File: src/rtl/wb_queue_if.sv
// Writeback queue bus: producer ports A/M, regfile write port, bypass lookups, halt/drain.
interface wb_queue_if #(
    parameter int unsigned XLEN = 32
);
    logic            a_valid;
    logic [4:0]      a_num;
    logic [XLEN-1:0] a_data;
    logic            a_ready;
    logic            m_valid;
    logic [4:0]      m_num;
    logic [XLEN-1:0] m_data;
    logic            m_ready;
    logic            wb_stall;
    logic [4:0]      rd_num;
    logic [XLEN-1:0] rd_data;
    logic            rd_we;
    logic [4:0]      rs_num;
    logic [4:0]      rt_num;
    logic            rs_hit;
    logic [XLEN-1:0] rs_fwd;
    logic            rt_hit;
    logic [XLEN-1:0] rt_fwd;
    logic            halted;
    logic            drained;

    modport slave (
        input  a_valid, a_num, a_data, m_valid, m_num, m_data, wb_stall,
        input  rs_num, rt_num, halted,
        output a_ready, m_ready, rd_num, rd_data, rd_we,
        output rs_hit, rs_fwd, rt_hit, rt_fwd, drained
    );

    modport master (
        output a_valid, a_num, a_data, m_valid, m_num, m_data, wb_stall,
        output rs_num, rt_num, halted,
        input  a_ready, m_ready, rd_num, rd_data, rd_we,
        input  rs_hit, rs_fwd, rt_hit, rt_fwd, drained
    );
endinterface

File: src/rtl/wb_queue.sv
// In-order writeback queue in front of the register file with rs/rt bypass and halt drain.
// Optional WBQ_STATS_EN adds retire/drop/stall/full counters reported when drained rises.
module wb_queue #(
    parameter int unsigned XLEN  = 32,
    parameter int unsigned DEPTH = 4
) (
    input logic       clk,
    input logic       rst,
    wb_queue_if.slave bus
);
    localparam int unsigned PW = $clog2(DEPTH);

    logic [4:0]      num_q  [DEPTH];
    logic [XLEN-1:0] data_q [DEPTH];
    logic [PW-1:0]   head_q, tail_q;
    logic [PW:0]     count_q, count_d;

    logic            deq, space, a_acc, m_acc, enq, store;
    logic [4:0]      in_num;
    logic [XLEN-1:0] in_data;
    logic [PW-1:0]   idx;

    assign deq   = (count_q != '0) && !bus.wb_stall;
    // A slot freed by this cycle's retire may be refilled at the same edge.
    assign space = (count_q < (PW+1)'(DEPTH)) || deq;

    assign bus.a_ready = space && !bus.halted;
    assign bus.m_ready = space && !bus.halted && !bus.a_valid;
    assign bus.rd_we   = deq;
    assign bus.rd_num  = num_q[head_q];
    assign bus.rd_data = data_q[head_q];
    assign bus.drained = bus.halted && (count_q == '0);

    assign a_acc   = bus.a_valid && bus.a_ready;
    assign m_acc   = bus.m_valid && bus.m_ready;
    assign enq     = a_acc || m_acc;
    assign in_num  = a_acc ? bus.a_num : bus.m_num;
    assign in_data = a_acc ? bus.a_data : bus.m_data;
    // r0 writes complete the handshake but are never queued.
    assign store   = enq && (in_num != 5'd0);
    assign count_d = count_q + (PW+1)'(store) - (PW+1)'(deq);

    // Scan oldest to youngest so the last match (youngest) wins.
    always_comb begin
        bus.rs_hit = 1'b0;
        bus.rs_fwd = '0;
        bus.rt_hit = 1'b0;
        bus.rt_fwd = '0;
        idx        = '0;
        for (int unsigned k = 0; k < DEPTH; k++) begin
            idx = head_q + PW'(k);
            if ((PW+1)'(k) < count_q) begin
                if ((bus.rs_num != 5'd0) && (num_q[idx] == bus.rs_num)) begin
                    bus.rs_hit = 1'b1;
                    bus.rs_fwd = data_q[idx];
                end
                if ((bus.rt_num != 5'd0) && (num_q[idx] == bus.rt_num)) begin
                    bus.rt_hit = 1'b1;
                    bus.rt_fwd = data_q[idx];
                end
            end
        end
    end

    always_ff @(posedge clk or posedge rst) begin
        if (rst) begin
            head_q  <= '0;
            tail_q  <= '0;
            count_q <= '0;
            for (int unsigned i = 0; i < DEPTH; i++) begin
                num_q[i]  <= '0;
                data_q[i] <= '0;
            end
        end else begin
            if (deq) head_q <= head_q + PW'(1);
            if (store) begin
                num_q[tail_q]  <= in_num;
                data_q[tail_q] <= in_data;
                tail_q         <= tail_q + PW'(1);
            end
            count_q <= count_d;
        end
    end

`ifdef WBQ_STATS_EN
    logic [31:0] st_writes_q, st_drops_q, st_mstall_q, st_full_q;
    logic        drained_q;

    always_ff @(posedge clk or posedge rst) begin
        if (rst) begin
            st_writes_q <= '0;
            st_drops_q  <= '0;
            st_mstall_q <= '0;
            st_full_q   <= '0;
            drained_q   <= 1'b0;
        end else begin
            if (deq) st_writes_q <= st_writes_q + 32'd1;
            if (enq && (in_num == 5'd0)) st_drops_q <= st_drops_q + 32'd1;
            if (bus.m_valid && !bus.m_ready) st_mstall_q <= st_mstall_q + 32'd1;
            if (count_q == (PW+1)'(DEPTH)) st_full_q <= st_full_q + 32'd1;
            drained_q <= bus.drained;
            if (bus.drained && !drained_q) begin
                $display("wbq: writes=%0d drops=%0d mstall=%0d full=%0d",
                         st_writes_q, st_drops_q, st_mstall_q, st_full_q);
            end
        end
    end
`endif
endmodule
File: src/flat_wrapper.sv
// flat-port wrapper written by rule: the top's interface ports become plain ports
module wb_queue_flat 
#(
    parameter int unsigned XLEN  = 32,
    parameter int unsigned DEPTH = 4
)
  (clk, rst, bus_a_valid, bus_a_num, bus_a_data, bus_m_valid, bus_m_num, bus_m_data, bus_wb_stall, bus_rs_num, bus_rt_num, bus_halted, bus_a_ready, bus_m_ready, bus_rd_num, bus_rd_data, bus_rd_we, bus_rs_hit, bus_rs_fwd, bus_rt_hit, bus_rt_fwd, bus_drained);
  wb_queue_if #(.XLEN(XLEN)) bus_i ();
  input logic clk;
  input logic rst;
  input wire logic [$bits(bus_i.a_valid)-1:0] bus_a_valid;
  input wire logic [$bits(bus_i.a_num)-1:0] bus_a_num;
  input wire logic [$bits(bus_i.a_data)-1:0] bus_a_data;
  input wire logic [$bits(bus_i.m_valid)-1:0] bus_m_valid;
  input wire logic [$bits(bus_i.m_num)-1:0] bus_m_num;
  input wire logic [$bits(bus_i.m_data)-1:0] bus_m_data;
  input wire logic [$bits(bus_i.wb_stall)-1:0] bus_wb_stall;
  input wire logic [$bits(bus_i.rs_num)-1:0] bus_rs_num;
  input wire logic [$bits(bus_i.rt_num)-1:0] bus_rt_num;
  input wire logic [$bits(bus_i.halted)-1:0] bus_halted;
  output wire logic [$bits(bus_i.a_ready)-1:0] bus_a_ready;
  output wire logic [$bits(bus_i.m_ready)-1:0] bus_m_ready;
  output wire logic [$bits(bus_i.rd_num)-1:0] bus_rd_num;
  output wire logic [$bits(bus_i.rd_data)-1:0] bus_rd_data;
  output wire logic [$bits(bus_i.rd_we)-1:0] bus_rd_we;
  output wire logic [$bits(bus_i.rs_hit)-1:0] bus_rs_hit;
  output wire logic [$bits(bus_i.rs_fwd)-1:0] bus_rs_fwd;
  output wire logic [$bits(bus_i.rt_hit)-1:0] bus_rt_hit;
  output wire logic [$bits(bus_i.rt_fwd)-1:0] bus_rt_fwd;
  output wire logic [$bits(bus_i.drained)-1:0] bus_drained;
  assign bus_i.a_valid = bus_a_valid;
  assign bus_i.a_num = bus_a_num;
  assign bus_i.a_data = bus_a_data;
  assign bus_i.m_valid = bus_m_valid;
  assign bus_i.m_num = bus_m_num;
  assign bus_i.m_data = bus_m_data;
  assign bus_i.wb_stall = bus_wb_stall;
  assign bus_i.rs_num = bus_rs_num;
  assign bus_i.rt_num = bus_rt_num;
  assign bus_i.halted = bus_halted;
  assign bus_a_ready = bus_i.a_ready;
  assign bus_m_ready = bus_i.m_ready;
  assign bus_rd_num = bus_i.rd_num;
  assign bus_rd_data = bus_i.rd_data;
  assign bus_rd_we = bus_i.rd_we;
  assign bus_rs_hit = bus_i.rs_hit;
  assign bus_rs_fwd = bus_i.rs_fwd;
  assign bus_rt_hit = bus_i.rt_hit;
  assign bus_rt_fwd = bus_i.rt_fwd;
  assign bus_drained = bus_i.drained;
  wb_queue #(.XLEN(XLEN), .DEPTH(DEPTH)) u_core (.clk(clk), .rst(rst), .bus(bus_i));
endmodule
File: config.mk
export PLATFORM = sky130hd
export DESIGN_NAME = wb_queue_flat
export DESIGN_NICKNAME = d
export VERILOG_FILES = /design/src/rtl/wb_queue_if.sv /design/src/rtl/wb_queue.sv /design/src/flat_wrapper.sv
export SDC_FILE = /design/constraint.sdc
export NUM_CORES = 1
export LEC_CHECK = 0
export ABC_AREA = 0
export BUFFER_PORTS_ARGS = -buffer_cell sky130_fd_sc_hd__buf_2
export CAP_MARGIN = 5
export CORE_MARGIN = 2
export CORE_UTILIZATION = 40
export CTS_CLUSTER_SIZE = 12
export DETAILED_ROUTE_END_ITERATION = 10
export GPL_ROUTABILITY_DRIVEN = 0
export GPL_TIMING_DRIVEN = 0
export PLACE_DENSITY = 0.71
export SYNTH_ARGS = -nofsm -noshare
export SYNTH_HDL_FRONTEND = slang
export SYNTH_SLANG_ARGS = --single-unit
export TNS_END_PERCENT = 100
File: constraint.sdc
create_clock -name clk -period 10.5 [get_ports clk]
set_input_delay 0 -clock clk [delete_from_list [all_inputs] [get_ports clk]]
set_output_delay 0 -clock clk [all_outputs]
set_load 0.05 [all_outputs]
# ---- Yosys cells after proc, flatten, opt, wreduce, memory -nomap -nowiden
# Index checks and enable logic that the tools add are counted.
dict set report totals {
  reg_bits 155
  wordCells 131
}
dict set report classes {
  addsub 6
  bitwise 5
  n_eq_ne 8
  n_reduce_logical 26
  n_mux 64
  magnitude_cmp 11
}
# operator n
set op_table {}
lappend op_table {{2-to-1 mux 32 bit} 26}
lappend op_table {{binary-select mux 32 bit (select 2 bit)} 4}
lappend op_table {{bitwise mux 128 bit} 1}
lappend op_table {{demux 32 bit (select 2 bit)} 1}
lappend op_table {{2-to-1 mux 5 bit} 10}
lappend op_table {{binary-select mux 5 bit (select 2 bit)} 4}
lappend op_table {{== test 5 bit} 8}
lappend op_table {{bitwise mux 20 bit} 1}
lappend op_table {{logical AND 1 bit} 16}
lappend op_table {{2-to-1 mux 1 bit} 16}
lappend op_table {{greater-or-equal comparator 3 bit (second input constant)} 5}
lappend op_table {{NOT 2 -> 3 bit} 5}
lappend op_table {{nonzero test 5 bit} 3}
lappend op_table {{demux 5 bit (select 2 bit)} 1}
lappend op_table {{less-than comparator 1 x 3 -> 1 bit (first input constant)} 2}
lappend op_table {{less-than comparator 2 x 3 -> 1 bit (first input constant)} 2}
lappend op_table {{adder 2 x 1 -> 2 bit (second input constant)} 2}
lappend op_table {{adder 2 bit (second input constant)} 2}
lappend op_table {{adder 3 x 1 -> 3 bit} 1}
lappend op_table {{zero test 1 bit} 3}
lappend op_table {{zero test 3 bit} 1}
lappend op_table {{less-than comparator 3 x 1 -> 1 bit (second input constant)} 1}
lappend op_table {{less-than comparator 3 bit (second input constant)} 1}
lappend op_table {{nonzero test 3 bit} 1}
lappend op_table {{2 further kinds} 3}

# ---- Longest topological paths before layout
# Gate-level depths: netlist of the first run.
dict set report depth {
  depth_word 14
  depth_mapped 11
  mapped_depth_nobuf 9
}

# ---- Least setup slack after synthesis of the first run
# No wires, ideal clock.
dict set report synth_path {
  kind {register to output}
  start {reg u_core.head_q[1]}
  end {out bus_rt_fwd[11]}
  required_time_ns 10.500
  path_slack_ns 6.965
  stages_incl_launch_ff 11
  path_buffers 5
  arrival_ns 3.535
  cell_sequence {dfrtp_1 buf_6 buf_4 inv_1 buf_2 buf_1 clkbuf_1 nor2_1 a21oi_1 nand4_1 a31oi_1}
}
dict set report synth_via {
  word_cells_on_any_way 47
  classes_between {add/sub: 3; eq/ne: 4; mux: 32; bitwise: 4; reduce/logical: 4}
}
# item line_no
set synth_rtl {}
lappend synth_rtl {{from (decl)} wb_queue.sv:15} ;# logic [PW-1:0] head_q, tail_q;
lappend synth_rtl {{from (signal assigned)} wb_queue.sv:75} ;# if (deq) head_q <= head_q + PW'(1);
lappend synth_rtl {{NOT 2 -> 3 bit (*)} --}
lappend synth_rtl {{binary-select mux 32 bit (select 2 bit) (*)} --}
lappend synth_rtl {{2-to-1 mux 32 bit (*) (2 in series)} --}
lappend synth_rtl {{via bus_rd_data[11]} flat_wrapper.sv:24} ;# output wire logic [$bits(bus_i.rd_data)-1:0] bus_rd_data;
lappend synth_rtl {{2-to-1 mux 32 bit (*)} wb_queue.sv:57} ;# if ((bus.rt_num != 5'd0) && (num_q[idx] == bus.rt_num)) begin
lappend synth_rtl {{2-to-1 mux 32 bit (*)} wb_queue.sv:52} ;# if ((PW+1)'(k) < count_q) begin
lappend synth_rtl {{2-to-1 mux 32 bit} wb_queue.sv:57}
lappend synth_rtl {{2-to-1 mux 32 bit (*)} wb_queue.sv:52}
lappend synth_rtl {{2-to-1 mux 32 bit} wb_queue.sv:57}
lappend synth_rtl {{2-to-1 mux 32 bit (*)} wb_queue.sv:52}
lappend synth_rtl {{2-to-1 mux 32 bit} wb_queue.sv:57}
lappend synth_rtl {{2-to-1 mux 32 bit (*)} wb_queue.sv:52}
lappend synth_rtl {{to (decl)} flat_wrapper.sv:29} ;# output wire logic [$bits(bus_i.rt_fwd)-1:0] bus_rt_fwd;
# Mark *: on every way through the listed nets, which the timed path passes. The rest lies on a longest branch. The select of a mux whose other input is x is not followed.

# ---- Worst setup path after layout of the first run
dict set report layout_path {
  start {reg u_core.head_q[1]}
  end {out bus_rt_fwd[14]}
}
dict set report layout_via {
  elab_chain_cells 14
  word_cells_on_any_way 47
  classes_between {add/sub: 3; eq/ne: 4; mux: 32; bitwise: 4; reduce/logical: 4}
}
# item line_no
set layout_rtl {}
lappend layout_rtl {{branches (longest 13 deep; another with adder 2 x 1 -> 2 bit)} --}
lappend layout_rtl {{2-to-1 mux 32 bit (*)} wb_queue.sv:52}
# Every way passes the cells marked *. The select of a mux whose other input is x is not followed.

==> load_flow_metrics.sql, run 1 <==
INSERT INTO impl_metrics (metric_group, metric, value, unit) VALUES
('synth', 'post_synth_main_area_contributors', 'sky130_fd_sc_hd__dfrtp_1 31%, sky130_fd_sc_hd__mux2i_1 11%, sky130_fd_sc_hd__nand2_1 8.2%, sky130_fd_sc_hd__o21ai_0 7.0%, sky130_fd_sc_hd__mux4_2 3.9%', ''),
('job', 'max-cap-violations', '0', ''),
('placed_design', 'hpwl_dp', '35700', 'um'),
('floorplanning', 'boundaryPins', '197', ''),
('sta', 'timing_hold_violations_final', '2', ''),
('synth', 'postSynth.topFlopCell', 'sky130_fd_sc_hd__dfrtp_1', ''),
('routing', 'viasPerCell', '6.33', ''),
('cts', 'post-cts-setup-buffers', '0', ''),
('placed_design', 'dpl_ws', '6.70', 'ns'),
('layout', 'share_of_post_route_cells_with_drive_strength_above_1', '21.1', '%'),
('hold_path', 'hp-class', 'input port to flop', ''),
('status', 'status', 'finished with violations', ''),
('routing', 'routed_wire_length_per_instance', '22.9', 'um'),
('status', 'failed_checks', 'hold timing', ''),
('synth', 'synth_most_common_cell', 'sky130_fd_sc_hd__nand2_1', ''),
('cts', 'worst_skew_pair.late_latency', '0.44', 'ns'),
('sta', 'fin_skew', '0.00901', 'ns'),
('sta', 'setup_viol_count_final', '0', ''),
('floorplanning', 'die_h', '182', 'um'),
('setup_path', 'crit_path_max_delay_cell_type', 'sky130_fd_sc_hd__nor4_2', ''),
('layout', 'num_antenna_cells', '0', ''),
('routing', 'dr.pass1.iters', '6', ''),
('sta', 'grt_setup_unrepaired', 'no', ''),
('synth', 'synth_fp_nets', '1602', ''),
('synth', 'syn-mean-instance-area', '8.46', 'um^2'),
('global_route', 'grt_first_pass_wirelength', '76200', 'um'),
('synth', 'post_synth_inst_count', '1503', ''),
('sta', 'timing.slew.headroom', '3.85', '%'),
('global_route', 'antenna_violations_before_repair', '1', ''),
('cts', 'cts_buffer_depth', '2', ''),
('routing', 'drc_violation_total_after_the_first_tritonroute_iteration', '1945', ''),
('sta', 'fin_crit_sh', '42.6', '%'),
('cts', 'cts_tree', 'done', ''),
('cts', 'clock_tree.htree_level_count', '4', ''),
('setup_path', 'worst-setup-path-type', 'flop to output pin', ''),
('layout', 'flow.area_growth_from_synthesis', '21.0', '%'),
('floorplanning', 'fp.coreArea', '31400', 'um^2'),
('layout', 'layout.filler_cells', '2998', ''),
('routing', 'detail-route-antenna-nets', '0', ''),
('placed_design', 'port_buffers', '186', ''),
('cts', 'cts_root_buffer', 'sky130_fd_sc_hd__clkbuf_16', ''),
('setup_path', 'timing.critical_path.fanout_max', '10', ''),
('synth', 'synth.yosys.seq_area_share', '30.5', '%'),
('setup_path', 'timing.critical_path.arrival', '4.47', 'ns'),
('setup_path', 'worstSetupEndpointType', 'output pin', ''),
('floorplanning', 'start_util', '40.5', '%'),
('cts', 'cts.clk_slew.worst_paths', '0.07', 'ns'),
('sta', 'final_setup_margin', '6.03', 'ns'),
('cts', 'numClockSinks', '155', ''),
('synth', 'post_synth_num_cell_types', '57', ''),
('floorplanning', 'core_rows', '65', ''),
('synth', 'synth.cells.most_frequent', '277 x sky130_fd_sc_hd__nand2_1, 179 x sky130_fd_sc_hd__o21ai_0, 155 x sky130_fd_sc_hd__dfrtp_1', ''),
('sta', 'post-route-min-period', '4.47', 'ns'),
('setup_path', 'critical-path-top-cell-by-count', 'sky130_fd_sc_hd__buf_2', ''),
('synth', 'synth_warnings', '0', ''),
('setup_path', 'crit_path_start_kind', 'flop', ''),
('global_route', 'global_route.overflow_total', '0', ''),
('setup_path', 'timing.critical_path.cells', 'buf_6 -> mux4_1 -> xor2_1 -> nor4_2 -> a21oi_1 -> buf_2 -> a31oi_1 -> buf_2', ''),
('routing', 'routed_wirelength', '50200', 'um'),
('cts', 'numCtsBuffers', '17', ''),
('sta', 'max_slew_violation_total_from_the_final_report', '0', ''),
('sta', 'setup_tns', '0', 'ns'),
('synth', 'postSynthRegisterBits', '155', ''),
('setup_path', 'max_stage_delay', '1.01', 'ns'),
('routing', 'via_count', '13900', ''),
('sta', 'max_clock_freq', '224', 'MHz'),
('sta', 'hold_slack', '-0.00916', 'ns'),
('routing', 'drcViolationCount', '0', ''),
('setup_path', 'worst_ep_required_time', '10.50', 'ns'),
('global_route', 'grt_max_degree', '99', ''),
('floorplanning', 'die_w', '182', 'um'),
('synth', 'synth_largest_type_area_fraction', '30.5', '%'),
('floorplanning', 'die-area', '33200', 'um^2'),
('global_route', 'grt_pass1_vias', '13300', ''),
('synth', 'synth_top_cell_by_area', 'sky130_fd_sc_hd__dfrtp_1', ''),
('layout', 'fin_nets', '1873', ''),
('synth', 'mappedNetlistArea', '12700', 'um^2'),
('synth', 'synth_enable_flop_cells', '0', ''),
('sta', 'worstMarginPinSlew', '1.43', 'ns'),
('global_route', 'global_route.usage.total', '29.7', '%'),
('synth', 'async_flop_share', '100', '%');
==> per-layer routing <==
metal	track usage, %	vias up	wire length, um
met3	7.50	196	6160
met2	45.9	1072	21800
li1	-	6025	-
met1	38.7	6559	19600
met5	0	-	0
met4	15.0	0	2570
==> worst paths after layout <==
| path | from | end | slack, ns | depth (start not counted) |
|---|---|---|---|---|
| setup reg to reg | u_core.count_q[2] | u_core.data_q[95] | 6.69 | 8 |
| hold / removal | bus_a_data[30] | u_core.data_q[126] | -0.009 | 3 |
| max in group asynchronous | rst | u_core.data_q[48] | 9.37 | 4 |
| min in group asynchronous | rst | u_core.data_q[51] | 0.31 | 3 |
| hold reg to reg | u_core.data_q[26] | u_core.data_q[26] | 0.50 | 2 |
| setup / recovery | u_core.head_q[1] | bus_rt_fwd[14] | 6.03 | 8 |
==> stage by stage <==
stage          instances  hold slack [ns]  area, um^2  utilization, %
4_1_cts             2189          0.00177       15400            49.0
3_3_place_gp        2091            0.347       14100            45.1
2_1_floorplan       1503            0.205       12700               -
6_report            2189         -0.00916       15400            49.0
5_1_grt             2189          0.00709       15400            49.0
3_5_place_dp        2092            0.266       14200            45.2
==> repair_timing <==
action	CTS	global route
gates resized for setup	0	0
hold buffers	65	0
endpoints found under the hold margin	202	0
==> layout by cell type (no fill, tap or decap), types with 30 or more instances in the layout <==
cell	instances
sky130_fd_sc_hd__nand2_1	277
sky130_fd_sc_hd__buf_2	240
sky130_fd_sc_hd__o21ai_0	179
sky130_fd_sc_hd__dfrtp_1	155
sky130_fd_sc_hd__mux2i_1	141
sky130_fd_sc_hd__a21oi_1	67
sky130_fd_sc_hd__dlygate4sd3_1	65
sky130_fd_sc_hd__clkbuf_1	64
sky130_fd_sc_hd__nand3_1	42
sky130_fd_sc_hd__nor2_1	40
sky130_fd_sc_hd__nand4_1	36
sky130_fd_sc_hd__and2_1	36
sky130_fd_sc_hd__mux2_2	34
sky130_fd_sc_hd__nor2b_1	32
sky130_fd_sc_hd__nor3_1	31
sky130_fd_sc_hd__a31oi_1	31
sky130_fd_sc_hd__a221o_1	30
==> logic make-up after synthesis <==
| logic type | after synthesis | synth area share [%] |
|---|---|---|
| buf+inv | 160 | 6.11 |
| xor+xnor | 40 | 2.76 |
| fa+ha+maj | 9 | 0.945 |
| compound gates | 431 | 22.7 |
| flops | 155 | 30.5 |
| simple gates | 507 | 18.2 |
| mux | 201 | 18.8 |
==> registers in the layout (all words and copies together), names as in the netlist <==
| register | cells |
|---|---|
| u_core.count_q | 3 |
| u_core.data_q | 128 |
| u_core.head_q | 2 |
| u_core.num_q | 20 |
| u_core.tail_q | 2 |
==> critical path, delay by kind of cell (launching register included) <==
| kind | cells | cell delay [ns] |
|---|---|---|
| AND/OR/NAND/NOR | 1 | 1.01 |
| buffers and inverters | 3 | 0.90 |
| AO/OA/AOI/OAI | 2 | 0.78 |
| multiplexers | 1 | 0.67 |
| flip-flops | 1 | 0.46 |
| XOR/XNOR | 1 | 0.20 |
==> area by class of cell <==
cell class | instances | area (um^2) | share of cell area [%]
Inverter | 15 | 61.3 | 0.399
Clock buffer | 18 | 439 | 2.85
Timing Repair Buffer | 252 | 1610 | 10.5
Tap cell | 402 | 503 | 3.27
Buffer | 145 | 721 | 4.68
Clock inverter | 14 | 113 | 0.732
Sequential cell | 155 | 3880 | 25.2
Multi-Input combinational cell | 1188 | 8060 | 52.4
Power of run 1 is left out: the tool's default activity adds up to more than one toggle a clock period on the data nets, which glitch-free logic cannot reach.
==> inputs of run 2 (changes only) <==
PLACE_DENSITY = 0.73   (was 0.71)
clock period = 3.68 ns   (was 10.5 ns; I/O delays follow)
==> load_flow_metrics.sql, run 2 (synthesis gave the netlist of run 1 again) <==
INSERT INTO impl_metrics (metric_group, metric, value, unit) VALUES
('status', 'status', 'finished with violations', ''),
('status', 'failed_checks', 'hold timing', ''),
('setup_path', 'crit_buf_inv', '5', ''),
('floorplanning', 'die-area', '33200', 'um^2'),
('global_route', 'global_route.usage.total', '30.3', '%'),
('setup_path', 'worst-setup-path-type', 'flop to output pin', ''),
('routing', 'routed_wirelength', '51300', 'um'),
('setup_path', 'crit_path_max_delay_cell_type', 'sky130_fd_sc_hd__dfrtp_1', ''),
('cts', 'clock_tree.htree_level_count', '4', ''),
('global_route', 'grt_pass1_vias', '13700', ''),
('layout', 'largest_register_ff_count', '128', ''),
('hold_path', 'hp-class', 'input port to flop', ''),
('global_route', 'global_route.overflow_total', '0', ''),
('setup_path', 'timing.critical_path.arrival', '3.65', 'ns'),
('routing', 'dr.pass1.iters', '8', ''),
('floorplanning', 'die_w', '182', 'um'),
('global_route', 'grt_max_degree', '44', ''),
('sta', 'fin_skew', '0.0145', 'ns'),
('sta', 'timing.slew.headroom', '34.4', '%'),
('routing', 'viasPerCell', '6.42', ''),
('layout', 'fin_nets', '1888', ''),
('sta', 'hold_slack', '-0.000850', 'ns'),
('job', 'max-cap-violations', '0', ''),
('global_route', 'antenna_violations_before_repair', '0', ''),
('sta', 'worstMarginPinSlew', '0.984', 'ns'),
('cts', 'cts_buffer_depth', '2', ''),
('cts', 'cts_root_buffer', 'sky130_fd_sc_hd__clkbuf_16', ''),
('setup_path', 'timing.critical_path.fanout_max', '10', ''),
('setup_path', 'worst_ep_required_time', '3.68', 'ns'),
('floorplanning', 'fp.coreArea', '31400', 'um^2'),
('cts', 'cts.clk_slew.worst_paths', '0.08', 'ns'),
('cts', 'numCtsBuffers', '17', ''),
('floorplanning', 'die_h', '182', 'um'),
('cts', 'cts_tree', 'done', ''),
('setup_path', 'crit_family', 'buffers and inverters', ''),
('routing', 'detail-route-antenna-nets', '0', ''),
('sta', 'post-route-min-period', '3.65', 'ns'),
('floorplanning', 'start_util', '40.5', '%'),
('layout', 'layout.cell_area.non_filler', '15800', 'um^2'),
('layout', 'biggestRegsByFlops', 'u_core.data_q (128), u_core.num_q (20), u_core.count_q (3)', ''),
('layout', 'mostFrequentLayoutCell', 'sky130_fd_sc_hd__nand2_1', ''),
('sta', 'timing_hold_violations_final', '1', ''),
('setup_path', 'timing.critical_path.cells', 'buf_4 -> buf_6 -> buf_4 -> mux2i_1 -> xor2_1 -> nand3_1 -> a21oi_4 -> buf_2 -> nand4_1 -> a31oi_1 -> buf_2', ''),
('sta', 'max_clock_freq', '274', 'MHz'),
('global_route', 'grt_first_pass_wirelength', '77800', 'um'),
('setup_path', 'crit_path_start_kind', 'flop', ''),
('sta', 'setup_viol_count_final', '0', ''),
('placed_design', 'port_buffers', '186', ''),
('routing', 'routed_wire_length_per_instance', '23.3', 'um'),
('routing', 'drcViolationCount', '0', ''),
('routing', 'drc_violation_total_after_the_first_tritonroute_iteration', '2231', ''),
('placed_design', 'hpwl_dp', '35900', 'um'),
('routing', 'via_count', '14200', ''),
('layout', 'share_of_post_route_cells_with_drive_strength_above_1', '24.0', '%'),
('layout', 'top_register', 'u_core.data_q', ''),
('floorplanning', 'boundaryPins', '197', ''),
('layout', 'flow.area_growth_from_synthesis', '24.4', '%'),
('sta', 'setup_tns', '0', 'ns'),
('setup_path', 'max_stage_delay', '0.46', 'ns'),
('sta', 'fin_crit_sh', '99.1', '%'),
('layout', 'num_antenna_cells', '0', ''),
('floorplanning', 'core_rows', '65', ''),
('layout', 'final_cell_mix', '276 x sky130_fd_sc_hd__nand2_1, 217 x sky130_fd_sc_hd__buf_2, 179 x sky130_fd_sc_hd__o21ai_0', ''),
('cts', 'numClockSinks', '155', ''),
('cts', 'worst_skew_pair.late_latency', '0.45', 'ns'),
('setup_path', 'worstSetupEndpointType', 'output pin', ''),
('placed_design', 'placement.cell_area', '14200', 'um^2'),
('sta', 'max_slew_violation_total_from_the_final_report', '0', '');
-- run 2: tightest hold or removal path, stage by stage --
cell and delay, ns:
sky130_fd_sc_hd__buf_2 0.07, sky130_fd_sc_hd__mux2i_1 0.14, sky130_fd_sc_hd__o21ai_0 0.18
-- run 2: final cells by class --
| cell class | instances | area (um^2) |
|---|---|---|
| clock inverter | 15 | 156 |
| buffer | 145 | 782 |
| sequential | 155 | 3880 |
| tap | 402 | 503 |
| clock buffer | 17 | 425 |
| fill | 2949 | 15600 |
| multi-input combinational | 1188 | 8220 |
| timing repair buffer | 267 | 1800 |
| inverter | 15 | 60.1 |
-- run 2: path summary, 6_finish.rpt --
| kind | slack, ns | end | start | cells past startpoint |
|---|---|---|---|---|
| worst min-delay path | -0.0008 | u_core.data_q[37] | bus_m_data[5] | 3 |
| worst max-delay path | 0.03 | bus_rt_fwd[18] | u_core.head_q[0] | 11 |
| worst min register to register | 0.50 | u_core.data_q[26] | u_core.data_q[26] | 2 |
| worst max register to register | 0.26 | u_core.data_q[81] | u_core.count_q[2] | 8 |
| max in group asynchronous | 2.65 | u_core.data_q[66] | rst | 4 |
| min in group asynchronous | 0.29 | u_core.data_q[52] | rst | 3 |
-- run 2: timing repair --
item	in CTS	in global routing
endpoints found under the setup margin	82	88
setup buffers	6	0
pin swaps	3	2
hold buffers	72	0
hold endpoints to repair	140	0
resized for setup	20	77
-- run 2: per-stage QoR --
stage	util (%)	hold slack (ns)	setup slack, ns	std cells
finish	50.4	-0.000850	0.0332	2204
global route	50.4	0.0137	-0.0324	2204
CTS	49.7	0.000139	0.0146	2204
detailed placement	45.3	0.232	-0.0919	2094
global placement	45.1	0.353	-0.0248	2091
floorplan	-	0.205	0.145	1503
-- run 2: metal layers --
metal / share of wire [%] / vias up / track usage, % / wire (um)
li1: - / 6059 / - / -
met1: 38 / 6775 / 39.3 / 19600
met2: 44 / 1112 / 46.9 / 22600
met3: 12 / 207 / 8.44 / 6330
met4: 5.3 / 0 / 14.1 / 2720
met5: 0 / - / 0 / 0
Power of run 2 is left out for the same reason.
==> inputs of run 3 (changes only) <==
CELL_PAD_IN_SITES_DETAIL_PLACEMENT = 2   (was default)
CELL_PAD_IN_SITES_GLOBAL_PLACEMENT = 2   (was default)
CORE_UTILIZATION = 32   (was 40)
PLACE_DENSITY = 0.9   (was 0.73)
==> load_flow_metrics.sql, run 3 (synthesis gave the netlist of run 1 again) <==
INSERT INTO impl_metrics (metric_group, metric, value, unit) VALUES
('sta', 'worstMarginPinSlew', '1.12', 'ns'),
('global_route', 'antenna_violations_before_repair', '7', ''),
('floorplanning', 'die_h', '203', 'um'),
('setup_path', 'crit_path_start_kind', 'flop', ''),
('setup_path', 'ff2ff_path_depth', '8', ''),
('setup_path', 'timing.critical_path.arrival', '4.21', 'ns'),
('floorplanning', 'die-area', '41300', 'um^2'),
('setup_path', 'r2r_start', 'u_core.count_q[2]', ''),
('layout', 'top_register', 'u_core.data_q', ''),
('placed_design', 'place.detailed.instances', '2219', ''),
('hold_path', 'launch_instance_of_the_worst_min_delay_path', 'bus_a_data[1]', ''),
('sta', 'setup_viol_count_final', '76', ''),
('cts', 'cts_buffer_depth', '2', ''),
('setup_path', 'worst-setup-path-type', 'flop to output pin', ''),
('routing', 'routed_wire_length_per_instance', '35.7', 'um'),
('placed_design', 'dpl_ws', '-0.548', 'ns'),
('sta', 'grt_setup_unrepaired', 'yes', ''),
('hold_path', 'hold_depth', '3', ''),
('sta', 'timing.slew.headroom', '25.5', '%'),
('cts', 'numClockSinks', '155', ''),
('routing', 'dr.pass1.iters', '5', ''),
('sta', 'post-route-min-period', '4.21', 'ns'),
('sta', 'final_setup_margin', '-0.530', 'ns'),
('sta', 'timing_hold_violations_final', '1', ''),
('layout', 'flow.area_growth_from_synthesis', '28.2', '%'),
('cts', 'cts_tree', 'done', ''),
('global_route', 'grt_first_pass_wirelength', '111000', 'um'),
('global_route', 'global_route.overflow_total', '0', ''),
('layout', 'final_cell_mix', '276 x sky130_fd_sc_hd__nand2_1, 189 x sky130_fd_sc_hd__buf_2, 179 x sky130_fd_sc_hd__o21ai_0', ''),
('status', 'failed_checks', 'hold timing, setup timing', ''),
('routing', 'drcViolationCount', '0', ''),
('sta', 'fin_crit_sh', '114', '%'),
('floorplanning', 'start_util', '32.2', '%'),
('routing', 'drc_violation_total_after_the_first_tritonroute_iteration', '2189', ''),
('setup_path', 'regToRegSetupSlack', '-0.24', 'ns'),
('hold_path', 'hp-class', 'input port to flop', ''),
('routing', 'routed_wirelength', '83200', 'um'),
('layout', 'layout.cells.non_filler', '2329', ''),
('layout', 'mostFrequentLayoutCell', 'sky130_fd_sc_hd__nand2_1', ''),
('sta', 'max_slew_violation_total_from_the_final_report', '0', ''),
('sta', 'hold_slack', '-0.0113', 'ns'),
('hold_path', 'worst_hold_path_ep', 'u_core.data_q[33]', ''),
('routing', 'via_count', '16100', ''),
('cts', 'worst_skew_pair.late_latency', '0.48', 'ns'),
('setup_path', 'critical_path.reg2reg.endpoint', 'u_core.data_q[64]', ''),
('layout', 'fin_nets', '1887', ''),
('cts', 'cts_root_buffer', 'sky130_fd_sc_hd__clkbuf_16', ''),
('cts', 'cts.clk_slew.worst_paths', '0.07', 'ns'),
('global_route', 'grt_pass1_vias', '16800', ''),
('global_route', 'grt_max_degree', '43', ''),
('cts', 'numCtsBuffers', '17', ''),
('job', 'max-cap-violations', '0', ''),
('global_route', 'global_route.usage.total', '36.2', '%'),
('routing', 'detail-route-antenna-nets', '0', ''),
('status', 'status', 'finished with violations', ''),
('setup_path', 'timing.critical_path.fanout_max', '10', ''),
('layout', 'largest_register_ff_count', '128', ''),
('sta', 'setup_tns', '-17.07', 'ns'),
('sta', 'max_clock_freq', '238', 'MHz'),
('setup_path', 'worst_ep_required_time', '3.68', 'ns'),
('cts', 'clock_tree.htree_level_count', '4', ''),
('floorplanning', 'core_rows', '73', ''),
('setup_path', 'worstSetupEndpointType', 'output pin', ''),
('sta', 'fin_skew', '0.0216', 'ns'),
('layout', 'biggestRegsByFlops', 'u_core.data_q (128), u_core.num_q (20), u_core.count_q (3)', ''),
('floorplanning', 'die_w', '203', 'um'),
('placed_design', 'port_buffers', '186', ''),
('floorplanning', 'boundaryPins', '197', ''),
('placed_design', 'hpwl_dp', '47800', 'um'),
('routing', 'viasPerCell', '6.89', ''),
('layout', 'share_of_post_route_cells_with_drive_strength_above_1', '26.3', '%'),
('floorplanning', 'fp.coreArea', '39500', 'um^2');
[run 3: how the worst max path moves through the flow]
stage | start | to | slack, ns
after floorplan | u_core.head_q[1] | bus_rt_fwd[11] | 0.14
after global routing | u_core.head_q[0] | bus_rt_fwd[17] | -0.48
after CTS | u_core.head_q[0] | bus_rt_fwd[12] | 0.002
final | u_core.head_q[1] | bus_rs_fwd[14] | -0.53
after global placement | u_core.count_q[2] | u_core.num_q[12] | -0.22
after detailed placement | u_core.count_q[2] | u_core.num_q[13] | -0.55
[run 3: worst max-delay path: stages, from the launching register on]
cell and delay [ns]:
sky130_fd_sc_hd__dfrtp_2 0.45, sky130_fd_sc_hd__buf_6 0.22, sky130_fd_sc_hd__buf_6 0.19, sky130_fd_sc_hd__mux4_2 0.39
sky130_fd_sc_hd__xnor2_1 0.29, sky130_fd_sc_hd__nand4_1 0.27, sky130_fd_sc_hd__nor4_4 0.64, sky130_fd_sc_hd__buf_6 0.25
sky130_fd_sc_hd__buf_6 0.18, sky130_fd_sc_hd__nand2_1 0.24, sky130_fd_sc_hd__a31o_2 0.40, sky130_fd_sc_hd__buf_6 0.18
[run 3: per-layer routing]
metal / wire (um) / track usage (%) / vias up / part of all wire (%)
met5: 44 / 0 / - / 0.053
met4: 6860 / 24.8 / 6 / 8.2
met3: 9920 / 9.40 / 524 / 12
met2: 36300 / 57.0 / 1479 / 44
met1: 30100 / 43.4 / 7986 / 36
li1: - / - / 6061 / -
[run 3: layout make-up]
cell class / instances / area, um^2
Fill cell: 4384 / 23200
Multi-Input combinational cell: 1188 / 8350
Sequential cell: 155 / 3880
Timing Repair Buffer: 269 / 1890
Buffer: 142 / 863
Tap cell: 525 / 657
Clock buffer: 19 / 443
Clock inverter: 11 / 145
Inverter: 15 / 60.1
Antenna cell: 5 / 12.5
[run 3: metrics by stage]
| stage | instance area (um^2) | hold slack (ns) | utilization, % |
|---|---|---|---|
| after floorplan | 12700 | 0.205 | - |
| after global placement | 14300 | 0.348 | 36.3 |
| after detailed placement | 14400 | -0.0459 | 36.5 |
| after CTS | 15900 | 0.00147 | 40.3 |
| after global routing | 16300 | 0.0446 | 41.3 |
| final | 16300 | -0.0113 | 41.3 |
[run 3: what timing repair did]
item	4_1_cts	5_1_grt
endpoints found under the setup margin	137	141
pin swaps	4	7
setup buffers	6	7
cloned	0	0
hold buffers	63	2
hold endpoints to repair	178	1
gates resized for setup	87	121
Power of run 3 is left out for the same reason.
